<file path="src/rtl/csr_req_initiator.sv">
// CSR-manager initiator: buffers upstream commands, issues them in order to a
// CSR target and returns read data in order, with credit-limited outstanding reads.
`timescale 1ns/1ps

module csr_req_initiator #(
  parameter int unsigned RegCount       = 8,
  parameter int unsigned RegDataWidth   = 32,
  parameter int unsigned RegAddrWidth   = $clog2(RegCount),
  parameter int unsigned CmdFifoDepth   = 4,
  parameter int unsigned MaxOutstanding = 2
) (
  input  logic                    clk_i,
  input  logic                    rst_ni,

  input  logic [RegAddrWidth-1:0] cmd_addr_i,
  input  logic [RegDataWidth-1:0] cmd_wr_data_i,
  input  logic                    cmd_wr_en_i,
  input  logic                    cmd_valid_i,
  output logic                    cmd_ready_o,

  output logic [RegDataWidth-1:0] rd_data_o,
  output logic                    rd_valid_o,
  input  logic                    rd_ready_i,

  output logic [RegAddrWidth-1:0] csr_addr_o,
  output logic [RegDataWidth-1:0] csr_wr_data_o,
  output logic                    csr_wr_en_o,
  output logic                    csr_req_valid_o,
  input  logic                    csr_req_ready_i,
  input  logic [RegDataWidth-1:0] csr_rd_data_i,
  input  logic                    csr_rsp_valid_i,
  output logic                    csr_rsp_ready_o,

  output logic                    busy_o,
  output logic                    err_o
);

  localparam int unsigned CmdPtrW = $clog2(CmdFifoDepth);
  localparam int unsigned CmdCntW = CmdPtrW + 1;
  localparam int unsigned OutCntW = $clog2(MaxOutstanding + 1);
  localparam int unsigned OccW    = OutCntW + 1;
  localparam int unsigned RspPtrW = (MaxOutstanding > 1) ? $clog2(MaxOutstanding) : 1;

  typedef struct packed {
    logic [RegAddrWidth-1:0] addr;
    logic [RegDataWidth-1:0] wr_data;
    logic                    wr_en;
  } cmd_t;

  // Command FIFO state
  cmd_t               cmd_mem [CmdFifoDepth];
  logic [CmdPtrW-1:0] cmd_wr_ptr;
  logic [CmdPtrW-1:0] cmd_rd_ptr;
  logic [CmdCntW-1:0] cmd_cnt;
  logic               cmd_full;
  logic               cmd_empty;
  logic               cmd_push;
  logic               cmd_pop;
  cmd_t               cmd_in;
  cmd_t               cmd_head;

  // Read tracking and response buffer state
  logic [RegDataWidth-1:0] rsp_mem [MaxOutstanding];
  logic [RspPtrW-1:0]      rsp_wr_ptr;
  logic [RspPtrW-1:0]      rsp_rd_ptr;
  logic [OutCntW-1:0]      rsp_cnt;
  logic [OutCntW-1:0]      inflight;
  logic [OccW-1:0]         occupied;
  logic                    has_credit;
  logic                    rsp_full;
  logic                    rsp_empty;
  logic                    rsp_accept;
  logic                    rsp_push;
  logic                    rsp_spurious;
  logic                    rd_pop;
  logic                    rd_issue;
  logic                    err_q;

  // Response buffer depth need not be a power of two, so wrap explicitly.
  function automatic logic [RspPtrW-1:0] rsp_ptr_inc(input logic [RspPtrW-1:0] p);
    return (p == RspPtrW'(MaxOutstanding - 1)) ? '0 : p + RspPtrW'(1);
  endfunction

  // Command FIFO flags and handshakes
  always_comb begin
    cmd_full     = (cmd_cnt == CmdCntW'(CmdFifoDepth));
    cmd_empty    = (cmd_cnt == '0);
    cmd_in       = '{addr: cmd_addr_i, wr_data: cmd_wr_data_i, wr_en: cmd_wr_en_i};
    cmd_head     = cmd_mem[cmd_rd_ptr];
    cmd_push     = cmd_valid_i && !cmd_full;
    cmd_pop      = csr_req_valid_o && csr_req_ready_i;
    rd_issue     = cmd_pop && !cmd_head.wr_en;
  end

  // Credit gate from registered counts only, so no ready-to-valid path exists
  always_comb begin
    occupied   = OccW'(inflight) + OccW'(rsp_cnt);
    has_credit = (occupied < OccW'(MaxOutstanding));
  end

  // Response buffer flags and handshakes
  always_comb begin
    rsp_full     = (rsp_cnt == OutCntW'(MaxOutstanding));
    rsp_empty    = (rsp_cnt == '0);
    rsp_accept   = csr_rsp_valid_i && !rsp_full;
    rsp_push     = rsp_accept && (inflight != '0);
    rsp_spurious = rsp_accept && (inflight == '0);
    rd_pop       = !rsp_empty && rd_ready_i;
  end

  // Command storage; contents need no reset since occupancy is tracked separately
  always_ff @(posedge clk_i) begin
    if (cmd_push) begin
      cmd_mem[cmd_wr_ptr] <= cmd_in;
    end
  end

  // Command FIFO pointers and occupancy
  always_ff @(posedge clk_i or negedge rst_ni) begin
    if (!rst_ni) begin
      cmd_wr_ptr <= '0;
      cmd_rd_ptr <= '0;
      cmd_cnt    <= '0;
    end else begin
      if (cmd_push) begin
        cmd_wr_ptr <= cmd_wr_ptr + CmdPtrW'(1);
      end
      if (cmd_pop) begin
        cmd_rd_ptr <= cmd_rd_ptr + CmdPtrW'(1);
      end
      if (cmd_push && !cmd_pop) begin
        cmd_cnt <= cmd_cnt + CmdCntW'(1);
      end else if (!cmd_push && cmd_pop) begin
        cmd_cnt <= cmd_cnt - CmdCntW'(1);
      end
    end
  end

  // Read data storage
  always_ff @(posedge clk_i) begin
    if (rsp_push) begin
      rsp_mem[rsp_wr_ptr] <= csr_rd_data_i;
    end
  end

  // Response buffer pointers and occupancy
  always_ff @(posedge clk_i or negedge rst_ni) begin
    if (!rst_ni) begin
      rsp_wr_ptr <= '0;
      rsp_rd_ptr <= '0;
      rsp_cnt    <= '0;
    end else begin
      if (rsp_push) begin
        rsp_wr_ptr <= rsp_ptr_inc(rsp_wr_ptr);
      end
      if (rd_pop) begin
        rsp_rd_ptr <= rsp_ptr_inc(rsp_rd_ptr);
      end
      if (rsp_push && !rd_pop) begin
        rsp_cnt <= rsp_cnt + OutCntW'(1);
      end else if (!rsp_push && rd_pop) begin
        rsp_cnt <= rsp_cnt - OutCntW'(1);
      end
    end
  end

  // Reads in flight: up on issue, down when the matching response is buffered
  always_ff @(posedge clk_i or negedge rst_ni) begin
    if (!rst_ni) begin
      inflight <= '0;
    end else if (rd_issue && !rsp_push) begin
      inflight <= inflight + OutCntW'(1);
    end else if (!rd_issue && rsp_push) begin
      inflight <= inflight - OutCntW'(1);
    end
  end

  // Sticky flag for a response that no outstanding read can own
  always_ff @(posedge clk_i or negedge rst_ni) begin
    if (!rst_ni) begin
      err_q <= 1'b0;
    end else if (rsp_spurious) begin
      err_q <= 1'b1;
    end
  end

  // Output drive: request mirrors the FIFO head, read data mirrors the buffer head
  always_comb begin
    cmd_ready_o     = !cmd_full;
    csr_addr_o      = cmd_head.addr;
    csr_wr_data_o   = cmd_head.wr_data;
    csr_wr_en_o     = cmd_head.wr_en;
    csr_req_valid_o = !cmd_empty && (cmd_head.wr_en || has_credit);
    csr_rsp_ready_o = !rsp_full;
    rd_data_o       = rsp_mem[rsp_rd_ptr];
    rd_valid_o      = !rsp_empty;
    busy_o          = !cmd_empty || (inflight != '0) || !rsp_empty;
    err_o           = err_q;
  end

  // Credit accounting never exceeds the outstanding limit
  a_no_overcommit: assert property (@(posedge clk_i) disable iff (!rst_ni)
    occupied <= OccW'(MaxOutstanding));

  // A stalled request keeps valid and its fields until accepted
  a_req_hold: assert property (@(posedge clk_i) disable iff (!rst_ni)
    (csr_req_valid_o && !csr_req_ready_i) |=> (csr_req_valid_o && $stable(cmd_head)));

endmodule

</file>
<file path="config.mk">
export PLATFORM = sky130hd
export DESIGN_NAME = csr_req_initiator
export DESIGN_NICKNAME = d
export VERILOG_FILES = /design/src/rtl/csr_req_initiator.sv
export SDC_FILE = /design/constraint.sdc
export NUM_CORES = 1
export LEC_CHECK = 0
export CAP_MARGIN = 20
export CORE_MARGIN = 1
export CORE_UTILIZATION = 35
export DETAILED_ROUTE_END_ITERATION = 10
export PLACE_DENSITY = 0.66
export SLEW_MARGIN = 20
export SYNTH_ARGS = -nofsm -noshare
export SYNTH_HDL_FRONTEND = slang
export SYNTH_SLANG_ARGS = --single-unit
</file>
<file path="constraint.sdc">
create_clock -name clk_i -period 3.1 [get_ports clk_i]
set_input_delay 0.62 -clock clk_i [delete_from_list [all_inputs] [get_ports clk_i]]
set_output_delay 0.62 -clock clk_i [all_outputs]
set_load 0.02 [all_outputs]
</file>
[Yosys cells after proc, flatten, opt, wreduce, memory -nomap -nowiden]
Memory sizes are Yosys's and may differ from the RTL's.
Index checks and enable logic that the tools add are counted.
Cells by class
  add/subtract/negate cells: 11
  magnitude comparators: 1
  eq/ne operators: 2
  muxes and demuxes: 12
  reductions and logical operators: 34
Operator list (count)
  1-bit logical AND: 14
  1-bit zero test: 10
  2-bit by 1-bit adder with 2-bit output (second input constant): 4
  2-bit two-way mux: 4
  2-bit nonzero test: 4
  1-bit two-way mux: 6
  3-bit two-way mux: 2
  2-bit zero test: 2
  2-bit by 1-bit subtractor with 2-bit output (second input constant): 2
  2-bit by 2-bit adder with 3-bit output: 1
  3-bit by 1-bit adder with 3-bit output (second input constant): 1
  3-bit equality test (second input constant): 1
  3-bit zero test: 1
  1-bit logical OR: 3
  3-bit by 2-bit less-than comparator with 1-bit output (second input constant): 1
  3-bit by 1-bit subtractor with 3-bit output (second input constant): 1
  1-bit adder (second input constant): 2
  2-bit equality test (second input constant): 1
Storage, ports and cells
  bits in registers: 14
  bits in writable memories: 208
  input port bits: 74
  memories: 2
Memories
  cmd_mem: depth 4, width 36, rd ports 1, clocked after memory_dff 0, wr ports 1, RTL line 51  | cmd_t cmd_mem [CmdFifoDepth];
  rsp_mem: depth 2, width 32, rd ports 1, clocked after memory_dff 0, wr ports 1, RTL line 63  | logic [RegDataWidth-1:0] rsp_mem [MaxOutstanding];

[Depth between registers and ports, before layout]
Gate-level depths: netlist (run 1).
  depth after elaboration: 10
  gate-level depth with buffers: 10

[Worst setup path after synthesis (run 1)]
Ideal clock, no wire load.
  path type: reg2reg
  start: register rsp_cnt[0]
  end: memory rsp_mem[0][0], enable pin
  library setup time: 0.421 ns
  arrival: 2.270 ns
  path slack: 0.409 ns
  stages on the path, launching flop included: 4
  period minus slack after synthesis: 2.691 ns
  path through: dfrtp_1 -> nand2b_1 -> nand3b_1 -> nor2_1
Between the ends
  cells in the longest elaborated chain, start to end: 6
Ends and longest elaborated chain
  start, declared: RTL line 66  | logic [OutCntW-1:0] rsp_cnt;
  start signal, assigned: RTL line 160  | rsp_cnt <= rsp_cnt + OutCntW'(1);
  start signal, assigned: RTL line 162  | rsp_cnt <= rsp_cnt - OutCntW'(1);
  2-bit equality test: RTL line 103  | rsp_full = (rsp_cnt == OutCntW'(MaxOutstanding));
  1-bit zero test
  via csr_rsp_ready_o: RTL line 32  | output logic csr_rsp_ready_o,
  1-bit logical AND: RTL line 105  | rsp_accept = csr_rsp_valid_i && !rsp_full;
  1-bit logical AND: RTL line 106  | rsp_push = rsp_accept && (inflight != '0);
  1-bit two-way mux: RTL line 141  | if (rsp_push) begin
  1-bit two-way mux (implied by the code): RTL line 142  | rsp_mem[rsp_wr_ptr] <= csr_rd_data_i;
  end, declared: RTL line 63
The timed path passes the listed nets, and every way through them passes these cells.

[Worst setup path in the final report (run 1)]
  start: register rsp_rd_ptr
  end: output rd_data_o[1]
Between the ends
  cells in the longest elaborated chain, start to end: 1
Ends and longest elaborated chain
  start, declared: RTL line 65  | logic [RspPtrW-1:0] rsp_rd_ptr;
  start signal, assigned: RTL line 157  | rsp_rd_ptr <= rsp_ptr_inc(rsp_rd_ptr);
  memory 2 x 32 bit
  end, declared: RTL line 21  | output logic [RegDataWidth-1:0] rd_data_o,
Every way passes these cells.

==> results.rst, run 1 <==
.. list-table::
   :header-rows: 1

   * - Metric
     - Value
   * - Global-route wire length before repair
     - 24400 um
   * - IO Port Bufs
     - 147
   * - Number of antenna violations at the first check in global routing
     - 1
   * - Top cells by area, synth
     - sky130_fd_sc_hd__edfxtp_1 (74%), sky130_fd_sc_hd__mux4_2 (7.8%), sky130_fd_sc_hd__mux2_2 (4.7%)
   * - Avg Synthesized Cell Area
     - 22.8 um^2
   * - Antenna cells
     - 0
   * - Cts-stage hold buffer count
     - 0
   * - P_leak
     - 3.74 nW
   * - Initial standard-cell utilization of the core
     - 0.358
   * - Topmost layer with routed signal wires
     - met5
   * - Worst ir drop on vdd
     - 0.474 mV
   * - Number of global-route vias before repair
     - 4379
   * - Clock net sink count
     - 222
   * - Worst setup slack after layout
     - 0.104 ns
   * - Aggregate negative setup slack
     - 0 ns
   * - Tot GR Track Use
     - 0.131
   * - Number of nets at the end of the flow
     - 624
   * - Max H-tree Level
     - 1
   * - Data arrival at the endpoint of the critical path
     - 2.38 ns
   * - Nets in the synthesized netlist
     - 451
   * - Half-perimeter wire length after placement
     - 10200 um
   * - GP Congestion
     - 0.702
   * - Max-Slew Margin vs Limit
     - 0.528
   * - Worst Max-Slew Pin Slew
     - 0.706 ns
   * - Detailed-route wire length on metal 1
     - 6490 um
   * - Die footprint
     - 24600 um^2
   * - Amount of wire on met3 after detailed routing
     - 848 um
   * - Clock root buffer
     - sky130_fd_sc_hd__clkbuf_16
   * - Fill cell count
     - 1942
   * - Netlist area before placement
     - 8400 um^2
   * - Area share of the leading cell type in the synthesized netlist
     - 0.744
   * - Total gr overflow
     - 0
   * - Floorplan row count
     - 56
   * - Post-CTS clock slew at the launch and capture registers of the worst setup and hold paths
     - 0.06 ns
   * - Final number of hold-violating endpoints
     - 0
   * - Num CTS Buffers
     - 24
   * - Maximum number of buffers from clock root to sink
     - 3
   * - Total power divided by cell area
     - 1010 nW/um^2
   * - Number of max-capacitance violations reported
     - 0
   * - Count of mapped cells out of synthesis
     - 368
   * - Total via count in the routed design
     - 4055
   * - Pre-antenna DRT Iters
     - 4
   * - Required time reported for the critical path endpoint
     - 2.48 ns
   * - Biggest fanout along the worst timing path
     - 13
   * - Number of synthesis warnings
     - 0
   * - Total DRC errors in the routed layout
     - 0
   * - Share of post-route cells with drive strength above 1
     - 0.220
   * - Total met2 wirelength after detailed routing
     - 8640 um
   * - IO Pins
     - 148
   * - Insertion delay to the later sink of the worst-skew pair
     - 0.50 ns
   * - Y dimension of the die
     - 157 um
   * - Library cells used by synthesis
     - 30
   * - Highest Clock Rate
     - 0.334 GHz
   * - Area of the placeable core
     - 23500 um^2
   * - Minimum clock period after layout
     - 3.00 ns
   * - Post-Route Skew
     - 0.00785 ns
   * - ANT nets after route
     - 0
   * - Largest net degree at the start of global routing
     - 37
   * - Path type of the worst min-delay path
     - flop to flop
   * - Count of state elements after synthesis
     - 222
   * - Number of max-slew violations in the final report
     - 0
   * - Setup repair after global routing missed its margin
     - no
   * - Run status
     - completed
   * - Initial detailed-routing violation count
     - 213
   * - Placement Setup Slack
     - 0.413 ns
   * - Total of endpoints with negative setup slack in the final report
     - 0
   * - Synthesis-to-layout area growth
     - 32.5%
   * - Drt total wl
     - 16300 um
   * - DR WL/cell
     - 18.6 um
   * - Register area share after synthesis
     - 0.785
   * - Element type at the critical path start
     - flop
   * - Final period util
     - 0.966
   * - Critical path type
     - flop to primary output
   * - Chip Width
     - 157 um
   * - Top cell type by total area after synthesis
     - sky130_fd_sc_hd__edfxtp_1
   * - TritonCTS clock tree
     - done
   * - Element type at the critical path end
     - primary output
   * - DR vias/cell
     - 4.62
cells in the mapped netlist (all sizes together):
cell    instances
xnor2           9
a21oi           1
o31a            1
mux2           35
o211ai          1
and2            5
mux2i           1
xor2            4
or2             1
o31ai           1
ha              7
fa              2
buf            11
nand2b          1
o21ai           1
a21boi          1
inv             7
clkbuf          2
nand3b          2
mux4           36
a31o            1
nor3            2
dfrtp          14
edfxtp        208
nor2            9
nand2           4
o21a            1
sequential cells by signal, indices dropped and copies added (netlist names):
signal      flops
cmd_cnt         3
cmd_mem       144
cmd_rd_ptr      2
cmd_wr_ptr      2
err_o           1
inflight        2
rsp_cnt         2
rsp_mem        64
rsp_rd_ptr      1
rsp_wr_ptr      1
cells in the final DEF (no fill, tap or decap), drive strengths merged, types with 5 or more instances in the layout:
cell / n
dfrtp: 14
nor2: 9
inv: 7
buf: 13
mux2: 35
ha: 7
clkbuf: 27
clkinv: 12
edfxtp: 208
clkdlybuf4s50: 146
mux4: 36
and2: 5
xnor2: 9
logic make-up (layout without fill, tap and decap cells):
group                    count (synthesis)  in the layout  synth area share
XOR/XNOR                                13             13            0.0136
flip-flops                             222            222             0.785
AO/OA/AOI/OAI                            8              8           0.00730
AND/OR/NAND/NOR                         24             24            0.0140
adder cells (fa/ha/maj)                  9              9            0.0152
buffers and inverters                   20            210            0.0167
multiplexers                            72             72             0.148
where the power goes:
part           total [mW]  switching (mW)  internal (mW)
Combinational        4.11            2.07           2.04
Sequential           4.31           0.272           4.04
Clock                2.80            1.09           1.71
critical path, cell delays in order (launching register included):
cell	delay, ns
sky130_fd_sc_hd__dfrtp_1	0.64
sky130_fd_sc_hd__buf_4	0.32
sky130_fd_sc_hd__mux2_2	0.36
sky130_fd_sc_hd__clkdlybuf4s50_1	0.56
final cells by class:
class | instances | area, um^2 | area share
repair buffers | 160 | 1640 | 0.148
flip-flops and latches | 222 | 6600 | 0.593
clock buffers | 27 | 633 | 0.0569
inverters | 7 | 26.3 | 0.00236
multi-input cells | 126 | 1670 | 0.150
well taps | 319 | 399 | 0.0359
clock inverters | 16 | 154 | 0.0138
routing by layer:
metal  global-route usage  vias up
met1                0.156     2100
li1                     -     1846
met3               0.0300       25
met2                0.235       82
met5                    0        -
met4               0.0401        2
final timing paths:
kind / startpoint / end / slack [ns] / cells past startpoint
min reg2reg: err_o$_DFFE_PN0P_ / err_o$_DFFE_PN0P_ / 0.47 / 1
min: err_o$_DFFE_PN0P_ / err_o$_DFFE_PN0P_ / 0.47 / 1
max reg2reg: inflight[0]$_DFFE_PN0P_ / cmd_cnt[2]$_DFFE_PN0P_ / 0.63 / 10
max in group asynchronous: rst_ni / cmd_rd_ptr[0]$_DFFE_PN0P_ / 2.03 / 1
min in group asynchronous: rst_ni / err_o$_DFFE_PN0P_ / 0.54 / 1
max: rsp_rd_ptr$_DFFE_PN0P_ / rd_data_o[1] / 0.10 / 3
stage by stage:
step / instances / cell area, um^2 / power (mW) / utilization / hold WS (ns)
final: 877 / 11100 / 11.2 / 0.474 / 0.469
after global placement: 832 / 10300 / 8.44 / 0.440 / 0.456
after global routing: 877 / 11100 / 11.8 / 0.474 / 0.485
after floorplan: 368 / 8400 / 6.81 / - / 0.324
after detailed placement: 832 / 10300 / 8.54 / 0.440 / 0.461
after CTS: 877 / 11100 / 11.4 / 0.474 / 0.475
timing repair:
| action | CTS | global route |
|---|---|---|
| setup buffers | 2 | 0 |
| hold endpoints to repair | 0 | 0 |
| gates resized for setup | 2 | 0 |
| endpoints found under the setup margin | 28 | 0 |
(Power assumes the default switching activity.)
==> inputs of run 2 (changes only) <==
Settings changed: ABC_AREA set to 0, DONT_BUFFER_PORTS set to 1, PLACE_DENSITY 0.66 to 0.58, SLEW_MARGIN 20 to unset.
==> run 2 against run 1 <==
  * Critical path depth rose by 2
  * Die area did not move
  * First-iteration DRC count fell by 26%
  * Global-route usage fell by 1.3 points
  * Critical path type unchanged
  * Count of clock-buffer cells in the layout fell by 2
  * Via count fell by 15%
  * Utilization fell by 6.8 points
  * Total power fell by 12%
  * Register-to-register slack got worse by 0.02 ns
  * Critical endpoint is now csr_req_valid_o
==> results.rst, run 2 (synthesis gave the netlist of run 1 again) <==
.. list-table::
   :header-rows: 1

   * - Metric
     - Value
   * - Total of endpoints with negative setup slack in the final report
     - 0 (unchanged)
   * - Number of global-route vias before repair
     - 3749 (-14%)
   * - P_leak
     - 3.11 nW (-17%)
   * - Setup Buffers After CTS
     - 0 (-2)
   * - Path type of the worst min-delay path
     - input pin to flop
   * - Insertion delay to the later sink of the worst-skew pair
     - 0.51 ns (about the same)
   * - Total via count in the routed design
     - 3444 (-15%)
   * - Register containing the most flip-flops in the final layout
     - cmd_mem
   * - Cts-stage hold buffer count
     - 1 (+1)
   * - Max H-tree Level
     - 1 (unchanged)
   * - Num CTS Buffers
     - 23 (-4.2%)
   * - Total power divided by cell area
     - 1040 nW/um^2 (+3.1%)
   * - Clock net sink count
     - 222 (unchanged)
   * - Global-route wire length before repair
     - 21800 um (-11%)
   * - Tot GR Track Use
     - 0.118 (-0.0134)
   * - Y dimension of the die
     - 157 um (unchanged)
   * - Worst R2R Path Depth
     - 10 (unchanged)
   * - DR vias/cell
     - 4.74 (+2.6%)
   * - ANT nets after route
     - 0 (unchanged)
   * - Chip Width
     - 157 um (unchanged)
   * - Aggregate negative setup slack
     - 0 ns (unchanged)
   * - Floorplan row count
     - 56 (unchanged)
   * - Worst setup slack after layout
     - 0.293 ns (+0.189 ns)
   * - Synthesis-to-layout area growth
     - 13.5%
   * - Total DRC errors in the routed layout
     - 0 (unchanged)
   * - Hold Path Depth
     - 0 (-1)
   * - Worst ir drop on vdd
     - 0.528 mV (+11%)
   * - Count of instances resized after the clock tree is built
     - 0 (-2)
   * - Min-Delay Endpoint
     - cmd_mem[2][23]$_DFFE_PP_
   * - DR WL/cell
     - 20.1 um (+8.1%)
   * - Sequential share of power
     - 0.429 (+0.045)
   * - Comb pwr share
     - 0.303 (-0.063)
   * - R2R Setup Slk
     - 0.61 ns (-0.02 ns)
   * - Worst Max-Slew Pin Slew
     - 0.698 ns (-0.00761 ns)
   * - Pre-antenna DRT Iters
     - 4 (unchanged)
   * - Biggest fanout along the worst timing path
     - 5 (-8)
   * - Initial standard-cell utilization of the core
     - 0.358 (unchanged)
   * - Number of max-slew violations in the final report
     - 0 (unchanged)
   * - Die footprint
     - 24600 um^2 (unchanged)
   * - Number of max-capacitance violations reported
     - 0 (unchanged)
   * - Initial detailed-routing violation count
     - 157 (-26%)
   * - Final number of hold-violating endpoints
     - 0 (unchanged)
   * - Minimum clock period after layout
     - 2.81 ns (-0.189 ns)
   * - Post-CTS clock slew at the launch and capture registers of the worst setup and hold paths
     - 0.06 ns (about the same)
   * - Element type at the critical path start
     - flop
   * - Placement Setup Slack
     - 0.621 ns (+0.208 ns)
   * - Worst hold margin
     - 0.205 ns (-0.265 ns)
   * - Leading cell type in the layout, fill and taps excluded
     - sky130_fd_sc_hd__edfxtp_1
   * - Internal power component
     - 6.70 mW (-14%)
   * - Switching Fraction
     - 0.324 (+0.0177)
   * - Largest registers in the final layout
     - cmd_mem x144, rsp_mem x64, cmd_cnt x3
   * - Max-Slew Margin vs Limit
     - 0.533 (+0.00501)
   * - Clock root buffer
     - sky130_fd_sc_hd__clkbuf_16
   * - Number of nets at the end of the flow
     - 475 (-24%)
   * - Required time reported for the critical path endpoint
     - 2.48 ns (about the same)
   * - Critical path type
     - flop to primary output
   * - TritonCTS clock tree
     - done
   * - Total gr overflow
     - 0 (unchanged)
   * - Number of antenna violations at the first check in global routing
     - 0 (-1)
   * - Post-Route Skew
     - 0.0118 ns (+0.00393 ns)
   * - GP Congestion
     - 0.685 (-2.3%)
   * - Total power consumption of the routed design
     - 9.90 mW (-12%)
   * - Highest Clock Rate
     - 0.356 GHz (+6.7%)
   * - Drt total wl
     - 14600 um (-11%)
   * - Final period util
     - 0.906 (-0.0609)
   * - Startpoint of the worst-slack reg-to-reg timing path
     - rsp_cnt[0]$_DFFE_PN0P_
   * - Switching component of the power
     - 3.21 mW (-6.6%)
   * - Portion of total power attributed to the clock network
     - 0.269 (+0.019)
   * - Setup repair after global routing missed its margin
     - no
   * - Cell Area, Placed
     - 8790 um^2 (-15%)
   * - Flip-flop count of the largest register after layout
     - 144 (unchanged)
   * - Antenna cells
     - 0 (unchanged)
   * - HP Start
     - cmd_wr_data_i[22]
   * - Largest net degree at the start of global routing
     - 39 (+5.4%)
   * - Half-perimeter wire length after placement
     - 9080 um (-11%)
   * - Summed area of non-filler cells in the final layout
     - 9530 um^2 (-14%)
   * - Run status
     - completed
   * - Data arrival at the endpoint of the critical path
     - 2.19 ns (-0.19 ns)
   * - IO Port Bufs
     - 0 (-100%)
   * - Area of the placeable core
     - 23500 um^2 (unchanged)
   * - Element type at the critical path end
     - primary output
   * - IO Pins
     - 148 (unchanged)
   * - Maximum number of buffers from clock root to sink
     - 3 (unchanged)
   * - Commonest cells after routing, fill and taps aside
     - sky130_fd_sc_hd__edfxtp_1 (208), sky130_fd_sc_hd__mux2_2 (35), sky130_fd_sc_hd__mux4_2 (29)
   * - Reg2Reg Capture Point
     - cmd_cnt[2]$_DFFE_PN0P_
   * - Share of post-route cells with drive strength above 1
     - 0.287 (+0.0670)
## run 2: stage by stage
stage | utilization | std cells
floorplan | - | 368
global placement | 0.375 | 685
detailed placement | 0.375 | 685
CTS | 0.406 | 726
global route | 0.406 | 726
finish | 0.406 | 726
## run 2: cell type report
| type | instances | area, um^2 |
|---|---|---|
| Clock inverter | 15 | 145 |
| Fill cell | 2058 | 13900 |
| Tap cell | 319 | 399 |
| Clock buffer | 25 | 583 |
| Timing Repair Buffer | 12 | 105 |
| Multi-Input combinational cell | 126 | 1670 |
| Inverter | 7 | 26.3 |
| Sequential cell | 222 | 6600 |
## run 2: worst max-delay path, cell delays in order, from the launching register on
cell	delay (ns)
sky130_fd_sc_hd__dfrtp_1	0.42
sky130_fd_sc_hd__nand2_1	0.10
sky130_fd_sc_hd__fa_1	0.51
sky130_fd_sc_hd__and2_1	0.19
sky130_fd_sc_hd__nor2_1	0.07
sky130_fd_sc_hd__nor2_1	0.40
## run 2: worst max path at each step
stage                                      start                 endpoint  slack (ns)  depth (start not counted)
final                     rsp_cnt[0]$_DFFE_PN0P_          csr_req_valid_o        0.29                          5
after global routing      rsp_cnt[1]$_DFFE_PN0P_          csr_req_valid_o        0.19                          5
after CTS                 rsp_cnt[0]$_DFFE_PN0P_          csr_req_valid_o        0.26                          5
after detailed placement  rsp_cnt[0]$_DFFE_PN0P_   cmd_cnt[2]$_DFFE_PN0P_        0.62                         10
after global placement    rsp_cnt[0]$_DFFE_PN0P_   cmd_cnt[2]$_DFFE_PN0P_        0.69                         10
after floorplan           rsp_cnt[0]$_DFFE_PN0P_  rsp_mem[0][0]$_DFFE_PP_        0.41                          3
## run 2: per-layer routing
metal	up-vias	wire [um]	global-route usage
li1	1540	-	-
met1	1782	5470	0.135
met2	89	7640	0.206
met3	33	991	0.0339
met4	0	459	0.0476
met5	-	0	0
## run 2: power by group through the flow
stage                     clock network [mW]  logic [mW]  registers [mW]
final                                   2.66        3.00            4.25
after CTS                               2.73        3.09            4.26
after global placement                     0        3.05            4.27
after detailed placement                   0        3.08            4.32
after floorplan                            0        2.56            4.25
after global routing                    2.85        3.23            4.31
==> inputs of run 3 (changes only) <==
Settings changed: GPL_TIMING_DRIVEN set to 0.
==> run 3 against run 2 <==
  * Via count rose by 1.6%
  * Combinational power rose by 5%
  * Clock skew fell by 0.0012 ns
  * Routed wire length rose by 3.2%
  * Final cell count rose by 1.4%
  * Setup slack improved by 0.0028 ns
  * Critical path type unchanged
  * Largest cell class unchanged
  * Highest routed layer unchanged
==> results.rst, run 3 (synthesis gave the netlist of run 1 again) <==
.. list-table::
   :header-rows: 1

   * - Metric
     - Value
   * - Total DRC errors in the routed layout
     - 0 (unchanged)
   * - Y dimension of the die
     - 157 um (unchanged)
   * - Max H-tree Level
     - 1 (unchanged)
   * - Global-route wire length before repair
     - 22400 um (+2.8%)
   * - Drt total wl
     - 15000 um (+3.2%)
   * - Critical path type
     - flop to primary output
   * - Worst Max-Slew Pin Slew
     - 0.969 ns (+0.270 ns)
   * - Number of global-route vias before repair
     - 3744 (-0.13%)
   * - P_leak
     - 3.14 nW (+1.0%)
   * - Most frequent cell on the critical path
     - sky130_fd_sc_hd__nor2_1
   * - DR vias/cell
     - 4.76 (+0.25%)
   * - DR WL/cell
     - 20.4 um (+1.8%)
   * - Sequential share of power
     - 0.426 (-0.003)
   * - Largest net degree at the start of global routing
     - 33 (-15%)
   * - Element type at the critical path start
     - flop
   * - Worst R2R Path Depth
     - 10 (unchanged)
   * - Hold Path Depth
     - 0 (unchanged)
   * - Summed area of non-filler cells in the final layout
     - 9620 um^2 (+0.92%)
   * - Post-Route Skew
     - 0.0106 ns (-0.00116 ns)
   * - IO Pins
     - 148 (unchanged)
   * - Data arrival at the endpoint of the critical path
     - 2.18 ns (about the same)
   * - Total via count in the routed design
     - 3500 (+1.6%)
   * - Worst hold margin
     - 0.202 ns (-0.00271 ns)
   * - Clock root buffer
     - sky130_fd_sc_hd__clkbuf_16
   * - Slowest stage cell on the critical path
     - sky130_fd_sc_hd__fa_1
   * - Category of cells accounting for the largest share of critical-path delay
     - simple AND/OR/NAND/NOR gates
   * - Flip-flop count of the largest register after layout
     - 144 (unchanged)
   * - Num CTS Buffers
     - 24 (+4.3%)
   * - Antenna cells
     - 0 (unchanged)
   * - Internal power component
     - 6.67 mW (-0.34%)
   * - Element type at the critical path end
     - primary output
   * - Max-Slew Margin vs Limit
     - 0.353 (-0.180)
   * - IO Port Bufs
     - 0 (unchanged)
   * - Setup repair after global routing missed its margin
     - no
   * - Required time reported for the critical path endpoint
     - 2.48 ns (about the same)
   * - Total power divided by cell area
     - 1030 nW/um^2 (-0.55%)
   * - Total gr overflow
     - 0 (unchanged)
   * - Highest Clock Rate
     - 0.357 GHz (about the same)
   * - ANT nets after route
     - 0 (unchanged)
   * - Cell Area, Placed
     - 8900 um^2 (+1.2%)
   * - Minimum clock period after layout
     - 2.80 ns (-0.00278 ns)
   * - Number of antenna violations at the first check in global routing
     - 0 (unchanged)
   * - Share of post-route cells with drive strength above 1
     - 0.288 (+0.000300)
   * - Synthesis-to-layout area growth
     - 14.5%
   * - Crit-path max cell delay
     - 0.52 ns (about the same)
   * - Final period util
     - 0.905 (about the same)
   * - Insertion delay to the later sink of the worst-skew pair
     - 0.51 ns (about the same)
   * - Number of max-capacitance violations reported
     - 0 (unchanged)
   * - Die footprint
     - 24600 um^2 (unchanged)
   * - Comb pwr share
     - 0.317 (+0.014)
   * - Worst path cell trace
     - nand2_1 -> fa_1 -> and2_1 -> nor2_1 -> nor2_1
   * - Switching Fraction
     - 0.329 (+0.00471)
   * - Placement Setup Slack
     - 0.505 ns (-0.116 ns)
   * - Chip Width
     - 157 um (unchanged)
   * - Path type of the worst min-delay path
     - input pin to flop
   * - Number of nets at the end of the flow
     - 482 (+1.5%)
   * - HP Start
     - csr_rd_data_i[29]
   * - Total of endpoints with negative setup slack in the final report
     - 0 (unchanged)
   * - Maximum number of buffers from clock root to sink
     - 3 (unchanged)
   * - Half-perimeter wire length after placement
     - 9810 um (+8.0%)
   * - Number of max-slew violations in the final report
     - 0 (unchanged)
   * - Pre-antenna DRT Iters
     - 4 (unchanged)
   * - Portion of total power attributed to the clock network
     - 0.257 (-0.012)
   * - Worst setup slack after layout
     - 0.296 ns (+0.00278 ns)
   * - GP Congestion
     - 0.714 (+4.1%)
   * - Biggest fanout along the worst timing path
     - 5 (unchanged)
   * - Switching component of the power
     - 3.26 mW (+1.8%)
   * - Area of the placeable core
     - 23500 um^2 (unchanged)
   * - Initial detailed-routing violation count
     - 128 (-18%)
   * - Final number of hold-violating endpoints
     - 0 (unchanged)
   * - Initial standard-cell utilization of the core
     - 0.358 (unchanged)
   * - Min-Delay Endpoint
     - rsp_mem[0][29]$_DFFE_PP_
   * - Post-CTS clock slew at the launch and capture registers of the worst setup and hold paths
     - 0.06 ns (about the same)
   * - Worst ir drop on vdd
     - 0.589 mV (+12%)
   * - Largest registers in the final layout
     - cmd_mem x144, rsp_mem x64, cmd_cnt x3
   * - Tot GR Track Use
     - 0.122 (+0.00410)
   * - Register containing the most flip-flops in the final layout
     - cmd_mem
   * - Commonest cells after routing, fill and taps aside
     - sky130_fd_sc_hd__edfxtp_1 (208), sky130_fd_sc_hd__mux2_2 (35), sky130_fd_sc_hd__mux4_2 (29)
   * - Run status
     - completed
   * - Clock net sink count
     - 222 (unchanged)
   * - Floorplan row count
     - 56 (unchanged)
   * - Count of instances resized after the clock tree is built
     - 0 (unchanged)
   * - TritonCTS clock tree
     - done
   * - Startpoint of the worst-slack reg-to-reg timing path
     - rsp_cnt[0]$_DFFE_PN0P_
   * - R2R Setup Slk
     - 0.54 ns (-0.07 ns)
   * - Reg2Reg Capture Point
     - cmd_cnt[2]$_DFFE_PN0P_
   * - Leading cell type in the layout, fill and taps excluded
     - sky130_fd_sc_hd__edfxtp_1
   * - WP buf/inv
     - 0 (unchanged)
==> run 3: cell count changes in the layout (fill, tap and decap cells not counted), moves of 3 or more <==
cell / previous run / this run
sky130_fd_sc_hd__clkbuf_1: 2 / 9
sky130_fd_sc_hd__bufinv_16: 3 / 0
sky130_fd_sc_hd__buf_4: 10 / 0
sky130_fd_sc_hd__buf_12: 1 / 7
sky130_fd_sc_hd__buf_2: 0 / 7
==> run 3: power by group through the flow <==
stage	Sequential, mW	Combinational, mW	Clock [mW]
finish	4.24	3.15	2.55
global route	4.30	3.40	2.76
CTS	4.25	3.26	2.64
detailed placement	4.31	3.24	0
global placement	4.30	3.10	0
floorplan	4.25	2.56	0
==> run 3: routing by layer <==
layer / routed length [um] / up-vias / global-route usage
met5: 0 / - / 0
met4: 409 / 0 / 0.0425
met2: 8120 / 92 / 0.221
met1: 5580 / 1825 / 0.136
li1: - / 1558 / -
met3: 923 / 25 / 0.0361
==> run 3: area by class of cell <==
cell class                      count  area [um^2]
Clock buffer                       32          652
Inverter                            7         26.3
Tap cell                          319          399
Buffer                             13          114
Fill cell                        2052        13900
Timing Repair Buffer                5         90.1
Multi-Input combinational cell    126         1680
Clock inverter                     12         57.6
Sequential cell                   222         6600
==> run 3: how the worst max path moves through the flow <==
stage,startpoint,endpoint,slack (ns),cells after the start
after floorplan,rsp_cnt[0]$_DFFE_PN0P_,rsp_mem[0][0]$_DFFE_PP_,0.41,3
after global placement,rsp_cnt[0]$_DFFE_PN0P_,rsp_mem[1][21]$_DFFE_PP_,-0.47,3
after detailed placement,rsp_cnt[0]$_DFFE_PN0P_,cmd_cnt[2]$_DFFE_PN0P_,0.50,10
after CTS,rsp_cnt[0]$_DFFE_PN0P_,csr_req_valid_o,0.24,5
after global routing,rsp_cnt[0]$_DFFE_PN0P_,csr_req_valid_o,0.20,5
final,rsp_cnt[0]$_DFFE_PN0P_,csr_req_valid_o,0.30,5
==> run 3: worst register-to-register path, delay by kind of cell, from the launching register on <==
family,cells,cell delay [ns]
buffers and inverters,1,0.07
AOI/OAI and AO/OA,1,0.19
DFF,1,0.43
and+or+nand+nor,3,0.42
adders and majority gates,3,1.06
xor gates and xnor gates,2,0.31
==> run 3: what timing repair did <==
action,CTS,global route
hold buffers,1,0
setup endpoints to repair,0,0
setup buffers,0,0
endpoints found under the hold margin,14,0
==> run 3: through the flow <==
stage | power (mW) | setup TNS [ns] | std cells | utilization
finish | 9.94 | 0 | 736 | 0.410
floorplan | 6.81 | 0 | 368 | -
global route | 10.5 | 0 | 736 | 0.410
detailed placement | 7.55 | 0 | 691 | 0.379
global placement | 7.40 | -27.81 | 687 | 0.375
CTS | 10.1 | 0 | 736 | 0.410
